## src/rtl/pipe_hazard_ctrl_if.sv

```systemverilog
// Decode-side request / hazard-control response bundle for pipe_hazard_ctrl.
// With HAZARD_STATS_EN defined the bundle also carries the stall/flush statistic counters.
interface pipe_hazard_ctrl_if #(
    parameter int REG_ADDR_W = 4,
    parameter int DEPTH      = 3
);
    localparam int SEL_W = $clog2(DEPTH + 1);

    logic                  id_valid;
    logic [REG_ADDR_W-1:0] id_src1_addr;
    logic                  id_src1_used;
    logic [REG_ADDR_W-1:0] id_src2_addr;
    logic                  id_src2_used;
    logic [REG_ADDR_W-1:0] id_dst_addr;
    logic                  id_reg_write;
    logic                  id_mem_read;
    logic                  branch_taken;
    logic                  interrupt;

    logic                  stall_if;
    logic                  stall_id;
    logic                  flush_if_id;
    logic                  bubble_id_ex;
    logic [SEL_W-1:0]      fwd_sel1;
    logic [SEL_W-1:0]      fwd_sel2;
    logic                  int_active;
    logic                  int_ack;
`ifdef HAZARD_STATS_EN
    logic [15:0]           stall_count;
    logic [15:0]           flush_count;
`endif

    modport master (
        output id_valid, id_src1_addr, id_src1_used, id_src2_addr, id_src2_used,
        output id_dst_addr, id_reg_write, id_mem_read, branch_taken, interrupt,
        input  stall_if, stall_id, flush_if_id, bubble_id_ex,
        input  fwd_sel1, fwd_sel2, int_active, int_ack
`ifdef HAZARD_STATS_EN
        , input stall_count, flush_count
`endif
    );

    modport slave (
        input  id_valid, id_src1_addr, id_src1_used, id_src2_addr, id_src2_used,
        input  id_dst_addr, id_reg_write, id_mem_read, branch_taken, interrupt,
        output stall_if, stall_id, flush_if_id, bubble_id_ex,
        output fwd_sel1, fwd_sel2, int_active, int_ack
`ifdef HAZARD_STATS_EN
        , output stall_count, flush_count
`endif
    );
endinterface

```

## src/rtl/pipe_hazard_ctrl.sv

```systemverilog
// Hazard/sequencing controller: in-flight write scoreboard, forwarding, load-use stall,
// branch flush and interrupt drain/ack FSM. HAZARD_STATS_EN adds saturating stall/flush counters.
module pipe_hazard_ctrl #(
    parameter int REG_ADDR_W = 4,
    parameter int DEPTH      = 3,
    parameter int INT_HOLD   = 2
) (
    input  logic              clk,
    input  logic              reset,
    pipe_hazard_ctrl_if.slave bus
);
    localparam int SEL_W = $clog2(DEPTH + 1);
    localparam logic [3:0] HOLD_INIT = 4'(INT_HOLD - 1);

    typedef enum logic [1:0] {
        ST_IDLE  = 2'd0,
        ST_DRAIN = 2'd1,
        ST_SAVE  = 2'd2,
        ST_HOLD  = 2'd3
    } state_t;

    // Stage k of the scoreboard holds the instruction k cycles past decode.
    logic                  ent_valid_r [1:DEPTH];
    logic [REG_ADDR_W-1:0] ent_dst_r   [1:DEPTH];
    logic                  ent_wr_r    [1:DEPTH];
    logic                  ent_ld_r    [1:DEPTH];

    state_t     state_r;
    logic       pending_r;
    logic       int_q_r;
    logic [3:0] hold_cnt_r;
    logic       int_active_r;
    logic       int_ack_r;

    logic [SEL_W-1:0] fwd1_raw_s;
    logic [SEL_W-1:0] fwd2_raw_s;
    logic             ld_hit1_s;
    logic             ld_hit2_s;
    logic             load_use_s;
    logic             drain_s;
    logic             empty_s;
    logic             bubble_s;
    logic             flush_s;
    logic             edge_s;

    // Forwarding match (youngest stage wins), load-use detection and scoreboard-empty flag
    always_comb begin
        fwd1_raw_s = '0;
        fwd2_raw_s = '0;
        empty_s    = 1'b1;
        for (int k = DEPTH; k >= 1; k--) begin
            fwd1_raw_s = (bus.id_src1_used && ent_valid_r[k] && ent_wr_r[k] &&
                          (ent_dst_r[k] == bus.id_src1_addr)) ? SEL_W'(k) : fwd1_raw_s;
            fwd2_raw_s = (bus.id_src2_used && ent_valid_r[k] && ent_wr_r[k] &&
                          (ent_dst_r[k] == bus.id_src2_addr)) ? SEL_W'(k) : fwd2_raw_s;
            empty_s    = empty_s & ~ent_valid_r[k];
        end
        ld_hit1_s = bus.id_src1_used && ent_valid_r[1] && ent_wr_r[1] && ent_ld_r[1] &&
                    (ent_dst_r[1] == bus.id_src1_addr);
        ld_hit2_s = bus.id_src2_used && ent_valid_r[1] && ent_wr_r[1] && ent_ld_r[1] &&
                    (ent_dst_r[1] == bus.id_src2_addr);
    end

    assign load_use_s = ld_hit1_s | ld_hit2_s;
    assign drain_s    = (state_r == ST_DRAIN);
    assign bubble_s   = load_use_s | drain_s;
    // A stalled branch is re-presented next cycle; outside IDLE branches are ignored.
    assign flush_s    = bus.branch_taken & ~load_use_s & (state_r == ST_IDLE);
    assign edge_s     = bus.interrupt & ~int_q_r;

    assign bus.stall_if     = bubble_s | (state_r == ST_HOLD);
    assign bus.stall_id     = bubble_s;
    assign bus.bubble_id_ex = bubble_s;
    assign bus.flush_if_id  = flush_s;
    assign bus.fwd_sel1     = ld_hit1_s ? '0 : fwd1_raw_s;
    assign bus.fwd_sel2     = ld_hit2_s ? '0 : fwd2_raw_s;
    assign bus.int_active   = int_active_r;
    assign bus.int_ack      = int_ack_r;

    // Scoreboard shift: decode enters stage 1 unless bubbled, older entries advance
    always_ff @(posedge clk) begin
        if (reset) begin
            for (int k = 1; k <= DEPTH; k++) begin
                ent_valid_r[k] <= 1'b0;
                ent_dst_r[k]   <= '0;
                ent_wr_r[k]    <= 1'b0;
                ent_ld_r[k]    <= 1'b0;
            end
        end else begin
            ent_valid_r[1] <= bus.id_valid & ~bubble_s;
            ent_dst_r[1]   <= bus.id_dst_addr;
            ent_wr_r[1]    <= bus.id_reg_write;
            ent_ld_r[1]    <= bus.id_mem_read;
            for (int k = 2; k <= DEPTH; k++) begin
                ent_valid_r[k] <= ent_valid_r[k-1];
                ent_dst_r[k]   <= ent_dst_r[k-1];
                ent_wr_r[k]    <= ent_wr_r[k-1];
                ent_ld_r[k]    <= ent_ld_r[k-1];
            end
        end
    end

    // Interrupt FSM: edge capture, drain, one-cycle ack, vector-load hold
    always_ff @(posedge clk) begin
        if (reset) begin
            state_r      <= ST_IDLE;
            pending_r    <= 1'b0;
            int_q_r      <= 1'b0;
            hold_cnt_r   <= 4'd0;
            int_active_r <= 1'b0;
            int_ack_r    <= 1'b0;
        end else begin
            int_q_r <= bus.interrupt;
            case (state_r)
                ST_IDLE: begin
                    pending_r <= pending_r | edge_s;
                    int_ack_r <= 1'b0;
                    if (pending_r | edge_s) begin
                        state_r      <= ST_DRAIN;
                        int_active_r <= 1'b1;
                    end else begin
                        state_r      <= ST_IDLE;
                        int_active_r <= 1'b0;
                    end
                end
                ST_DRAIN: begin
                    pending_r    <= pending_r | edge_s;
                    int_active_r <= 1'b1;
                    if (empty_s) begin
                        state_r   <= ST_SAVE;
                        int_ack_r <= 1'b1;
                    end else begin
                        state_r   <= ST_DRAIN;
                        int_ack_r <= 1'b0;
                    end
                end
                ST_SAVE: begin
                    // A fresh edge in the ack cycle is a new request, so it survives the clear.
                    pending_r    <= edge_s;
                    state_r      <= ST_HOLD;
                    hold_cnt_r   <= HOLD_INIT;
                    int_active_r <= 1'b1;
                    int_ack_r    <= 1'b0;
                end
                ST_HOLD: begin
                    pending_r <= pending_r | edge_s;
                    int_ack_r <= 1'b0;
                    if (hold_cnt_r == 4'd0) begin
                        state_r      <= ST_IDLE;
                        int_active_r <= 1'b0;
                    end else begin
                        hold_cnt_r   <= hold_cnt_r - 4'd1;
                        int_active_r <= 1'b1;
                    end
                end
                default: begin
                    state_r      <= ST_IDLE;
                    pending_r    <= 1'b0;
                    hold_cnt_r   <= 4'd0;
                    int_active_r <= 1'b0;
                    int_ack_r    <= 1'b0;
                end
            endcase
        end
    end

`ifdef HAZARD_STATS_EN
    logic [15:0] stall_cnt_r;
    logic [15:0] flush_cnt_r;

    // Saturating load-use stall and branch flush counters
    always_ff @(posedge clk) begin
        if (reset) begin
            stall_cnt_r <= 16'd0;
            flush_cnt_r <= 16'd0;
        end else begin
            if (load_use_s && (stall_cnt_r != 16'hFFFF)) begin
                stall_cnt_r <= stall_cnt_r + 16'd1;
            end else begin
                stall_cnt_r <= stall_cnt_r;
            end
            if (flush_s && (flush_cnt_r != 16'hFFFF)) begin
                flush_cnt_r <= flush_cnt_r + 16'd1;
            end else begin
                flush_cnt_r <= flush_cnt_r;
            end
        end
    end

    assign bus.stall_count = stall_cnt_r;
    assign bus.flush_count = flush_cnt_r;
`endif
endmodule

```

## src/flat_wrapper.sv

```systemverilog
// flat-port wrapper written by rule: the top's interface ports become plain ports
module pipe_hazard_ctrl_flat 
#(
    parameter int REG_ADDR_W = 4,
    parameter int DEPTH      = 3,
    parameter int INT_HOLD   = 2
)
  (clk, reset, bus_id_valid, bus_id_src1_addr, bus_id_src1_used, bus_id_src2_addr, bus_id_src2_used, bus_id_dst_addr, bus_id_reg_write, bus_id_mem_read, bus_branch_taken, bus_interrupt, bus_stall_if, bus_stall_id, bus_flush_if_id, bus_bubble_id_ex, bus_fwd_sel1, bus_fwd_sel2, bus_int_active, bus_int_ack);
  pipe_hazard_ctrl_if #(.REG_ADDR_W(REG_ADDR_W), .DEPTH(DEPTH)) bus_i ();
  input  logic clk;
  input  logic reset;
  input wire logic [$bits(bus_i.id_valid)-1:0] bus_id_valid;
  input wire logic [$bits(bus_i.id_src1_addr)-1:0] bus_id_src1_addr;
  input wire logic [$bits(bus_i.id_src1_used)-1:0] bus_id_src1_used;
  input wire logic [$bits(bus_i.id_src2_addr)-1:0] bus_id_src2_addr;
  input wire logic [$bits(bus_i.id_src2_used)-1:0] bus_id_src2_used;
  input wire logic [$bits(bus_i.id_dst_addr)-1:0] bus_id_dst_addr;
  input wire logic [$bits(bus_i.id_reg_write)-1:0] bus_id_reg_write;
  input wire logic [$bits(bus_i.id_mem_read)-1:0] bus_id_mem_read;
  input wire logic [$bits(bus_i.branch_taken)-1:0] bus_branch_taken;
  input wire logic [$bits(bus_i.interrupt)-1:0] bus_interrupt;
  output wire logic [$bits(bus_i.stall_if)-1:0] bus_stall_if;
  output wire logic [$bits(bus_i.stall_id)-1:0] bus_stall_id;
  output wire logic [$bits(bus_i.flush_if_id)-1:0] bus_flush_if_id;
  output wire logic [$bits(bus_i.bubble_id_ex)-1:0] bus_bubble_id_ex;
  output wire logic [$bits(bus_i.fwd_sel1)-1:0] bus_fwd_sel1;
  output wire logic [$bits(bus_i.fwd_sel2)-1:0] bus_fwd_sel2;
  output wire logic [$bits(bus_i.int_active)-1:0] bus_int_active;
  output wire logic [$bits(bus_i.int_ack)-1:0] bus_int_ack;
  assign bus_i.id_valid = bus_id_valid;
  assign bus_i.id_src1_addr = bus_id_src1_addr;
  assign bus_i.id_src1_used = bus_id_src1_used;
  assign bus_i.id_src2_addr = bus_id_src2_addr;
  assign bus_i.id_src2_used = bus_id_src2_used;
  assign bus_i.id_dst_addr = bus_id_dst_addr;
  assign bus_i.id_reg_write = bus_id_reg_write;
  assign bus_i.id_mem_read = bus_id_mem_read;
  assign bus_i.branch_taken = bus_branch_taken;
  assign bus_i.interrupt = bus_interrupt;
  assign bus_stall_if = bus_i.stall_if;
  assign bus_stall_id = bus_i.stall_id;
  assign bus_flush_if_id = bus_i.flush_if_id;
  assign bus_bubble_id_ex = bus_i.bubble_id_ex;
  assign bus_fwd_sel1 = bus_i.fwd_sel1;
  assign bus_fwd_sel2 = bus_i.fwd_sel2;
  assign bus_int_active = bus_i.int_active;
  assign bus_int_ack = bus_i.int_ack;
  pipe_hazard_ctrl #(.REG_ADDR_W(REG_ADDR_W), .DEPTH(DEPTH), .INT_HOLD(INT_HOLD)) u_core (.clk(clk), .reset(reset), .bus(bus_i));
endmodule
```

## config.mk

```make
export PLATFORM = sky130hd
export DESIGN_NAME = pipe_hazard_ctrl_flat
export DESIGN_NICKNAME = d
export VERILOG_FILES = /design/src/rtl/pipe_hazard_ctrl_if.sv /design/src/rtl/pipe_hazard_ctrl.sv /design/src/flat_wrapper.sv
export SDC_FILE = /design/constraint.sdc
export NUM_CORES = 1
export LEC_CHECK = 0
export BUFFER_PORTS_ARGS = -buffer_cell sky130_fd_sc_hd__buf_4
export CAP_MARGIN = 15
export CORE_UTILIZATION = 39
export CTS_CLUSTER_DIAMETER = 100
export DETAILED_ROUTE_END_ITERATION = 10
export GPL_TIMING_DRIVEN = 0
export HOLD_SLACK_MARGIN = 0.06
export PLACE_DENSITY = 0.72
export SETUP_SLACK_MARGIN = 0.05
export SLEW_MARGIN = 5
export SYNTH_ARGS = -nofsm -noshare
export SYNTH_HDL_FRONTEND = slang
export SYNTH_SLANG_ARGS = --single-unit
```

## constraint.sdc

```tcl
create_clock -name clk -period 1.85 [get_ports clk]
set_input_delay 0.0925 -clock clk [delete_from_list [all_inputs] [get_ports clk]]
set_output_delay 0.0925 -clock clk [all_outputs]
set_load 0.02 [all_outputs]
```

==> summary.md <==
| Metric | Value |
|---|---|
| Average footprint of a synthesized cell | 9.78 µm² |
| Gate power share | 18.0% |
| Period Utilization, post-route | 105% |
| Post-synth EDFFs | 0 |
| Pint | 1.12 mW |
| Row count | 21 |
| Worst-path clk slew | 90 ps |
| DR WL/cell | 14.3 µm |
| Setup tns final | -215 ps |
| YS warnings | 0 |
| Worst slew pin tran | 499 ps |
| CTS Buffer Depth | 2 |
| Yosys top cell by area | dfxtp_1 |
| Critical path type | flop to output pin |
| H-tree depth | 2 |
| Antenna Nets Post-Route | 0 |
| Cell variety after synth | 35 |
| GR Overflow Total | 0 |
| Yosys reg bits | 29 |
| Seq/Total Area, Yosys | 41.8% |
| Hold WC Path Type | primary input to flop |
| Max Fclk | 0.515 GHz |
| Synth top cells by count | 29 x dfxtp_1, 21 x nor2b_1, 18 x xor2_1, 7 x nand4_1, 7 x xnor2_1 |
| Placement Cell Area | 0.00166 mm² |
| CTS Buf Count | 5 |
| Syn-to-layout area delta | 39.2% |
| Die X | 61.7 µm |
| Vias | 1182 |
| Post-synth ARST share | 0% |
| Synth top area cells | dfxtp_1 42%, xor2_1 11%, nor2b_1 9.5% |
| CTS tree | yes |
| CP Capture Type | output pin |
| Crit path time final | 1940 ps |
| N_diodes | 0 |
| Initial Util | 41.3% |
| Nets | 214 |
| Placement Setup Slack | 189 ps |
| Fillers | 309 |
| Dpl cells | 217 |
| Peak supply drop | 0.475 mV |
| Clk_lat worst skew | 330 ps |
| Normalized max-slew margin | 66.7% |
| Core area | 0.00336 mm² |
| Setup ws final | -91.0 ps |
| I/O pin count | 31 |
| Initial antenna violation count | 0 |
| CP required | 1760 ps |
| Clk pwr share | 36.2% |
| Max-slew violation count | 0 |
| Netlist Area Pre-Place | 0.00139 mm² |
| Total Die Area | 0.00380 mm² |
| Post-DP HPWL | 2.31 mm |
| DR iter-0 viols | 29 |
| P_leak | 0.826 nW |
| Drt total wl | 3.36 mm |
| Net Sw Power | 377 µW |
| Reported max-cap violation count | 0 |
| RSZ-0062 raised after global routing | true |
| Vias in the first global route | 1187 |
| Pwr per Cell Area | 773 mW/mm² |
| Top cell type's share of synthesized area | 41.8% |
| Worst Path Max Fanout | 2 |
| Critical Path Start Type | flop |
| Share of cells above drive strength 1 | 31.2% |
| Sw Share | 25.3% |
| Sequential power share | 45.8% |
| Number of port buffers | 29 |
| Pin count of the biggest net entering global routing | 11 |
| Non-Filler Instances | 235 |
| Status | complete, but fails checks |
| Hold Vio Cnt, Final | 0 |
| GPL Wtd Cong | 0.915 |
| Total GRT Usage | 18.8% |
| Clock tree root buffer cell | clkbuf_4 |
| Syn Inst Count | 142 |
| Worst Path Arrival | 1850 ps |
| DRC errors left | 0 |
| Setup-failing EPs final | 4 |
| Ys flop type | dfxtp_1 |
| Cell with the most instances after synthesis | dfxtp_1 |
| Violations in the final reports | setup timing |
| Drt pass-1 iters | 4 |
| Via density | 5.03 |
| Syn nets | 168 |
| First-pass GRT wire length | 5.03 mm |
| Die Height | 61.7 µm |
| Post-route cell area | 0.00193 mm² |
| Tot Pwr | 1.49 mW |
| Setup Skew | 6.14 ps |
| # clock sinks | 29 |
## sequential cells by signal, summed over array words and instances, names as in the netlist, named ones only
signal                 cells
u_core.bus.int_ack         1
u_core.bus.int_active      1
u_core.ent_dst_r          12
u_core.ent_ld_r            1
u_core.ent_valid_r         3
u_core.ent_wr_r            3
u_core.hold_cnt_r          4
u_core.int_q_r             1
u_core.pending_r           1
u_core.state_r             1
## final cells by class
cell class	instances	area [µm²]	area share (%)
plain buffers	4	18.8	0.971
clock buffers	7	55.1	2.85
clock inverters	1	30.0	1.55
inverters	6	22.5	1.17
multi-input cells	103	818	42.3
flip-flops and latches	29	596	30.8
well taps	46	57.6	2.98
repair buffers	39	335	17.3
## critical path, cell delays in order, from the launching register on
cell	delay, ps
dfxtp_2	340
xnor2_1	150
nand4_1	140
or4_4	430
nor3b_1	220
a21o_1	120
buf_4	130
## power by group through the flow
stage,clock (mW),sequential (mW),combinational (mW)
after floorplan,0,0.696,0.131
final,0.540,0.684,0.269
after CTS,0.547,0.684,0.260
after detailed placement,0,0.696,0.231
after global routing,0.581,0.688,0.287
after global placement,0,0.694,0.224
## cells by family after synthesis
family	count (synthesis)	share of synthesized area, %
and+or+nand+nor	56	27.2
buffers and inverters	10	2.97
AOI/OAI and AO/OA	17	7.75
adders and majority gates	5	4.50
xor gates and xnor gates	25	15.8
DFF	29	41.8
## timing repair
action,CTS,global route
setup buffers,1,1
hold buffers,8,0
setup endpoints to repair,7,8
gates resized for setup,16,9
pin swaps,6,6
endpoints found under the hold margin,9,0
## metrics by stage
| stage | hold slack, ps | utilization, % |
|---|---|---|
| after global placement | 304 | 49.5 |
| after global routing | 176 | 57.5 |
| final | 137 | 57.5 |
| after CTS | 137 | 56.3 |
| after detailed placement | 313 | 49.5 |
| after floorplan | 221 | - |
## final timing paths
check                                               to  cells past startpoint                     from  slack (ps)
worst min-delay path            u_core.ent_dst_r[0][8]                      2                    reset         140
worst max-delay path                   bus_fwd_sel1[0]                      6  u_core.ent_dst_r[0][13]         -90
worst min register to register        u_core.pending_r                      2         u_core.pending_r         480
worst max register to register    u_core.hold_cnt_r[3]                      5                     flop         240
## layout by cell type, fill, tap and decap left out, types with 3 or more instances in the layout
cell,instances
a21oi_1,4
buf_4,26
xnor2_2,3
dlygate4sd3_1,8
xnor2_1,4
clkbuf_1,3
nor2b_1,21
dfxtp_1,21
nand2b_1,5
inv_1,6
clkbuf_4,5
buf_6,6
nand4_1,7
ha_1,5
nor2_1,3
xor2_1,18
nor3_1,3
dfxtp_2,6
or4_4,4
## per-layer routing
layer | GRT usage [%] | part of all wire, % | wire, µm | vias up
li1 | - | - | - | 579
met1 | 19.4 | 40 | 1350 | 554
met2 | 33.0 | 53 | 1770 | 35
met3 | 5.46 | 3.9 | 130 | 14
met4 | 12.1 | 3.3 | 111 | 0
met5 | 0 | 0 | 0 | -
No activity file was read; power rests on OpenSTA's default activity.
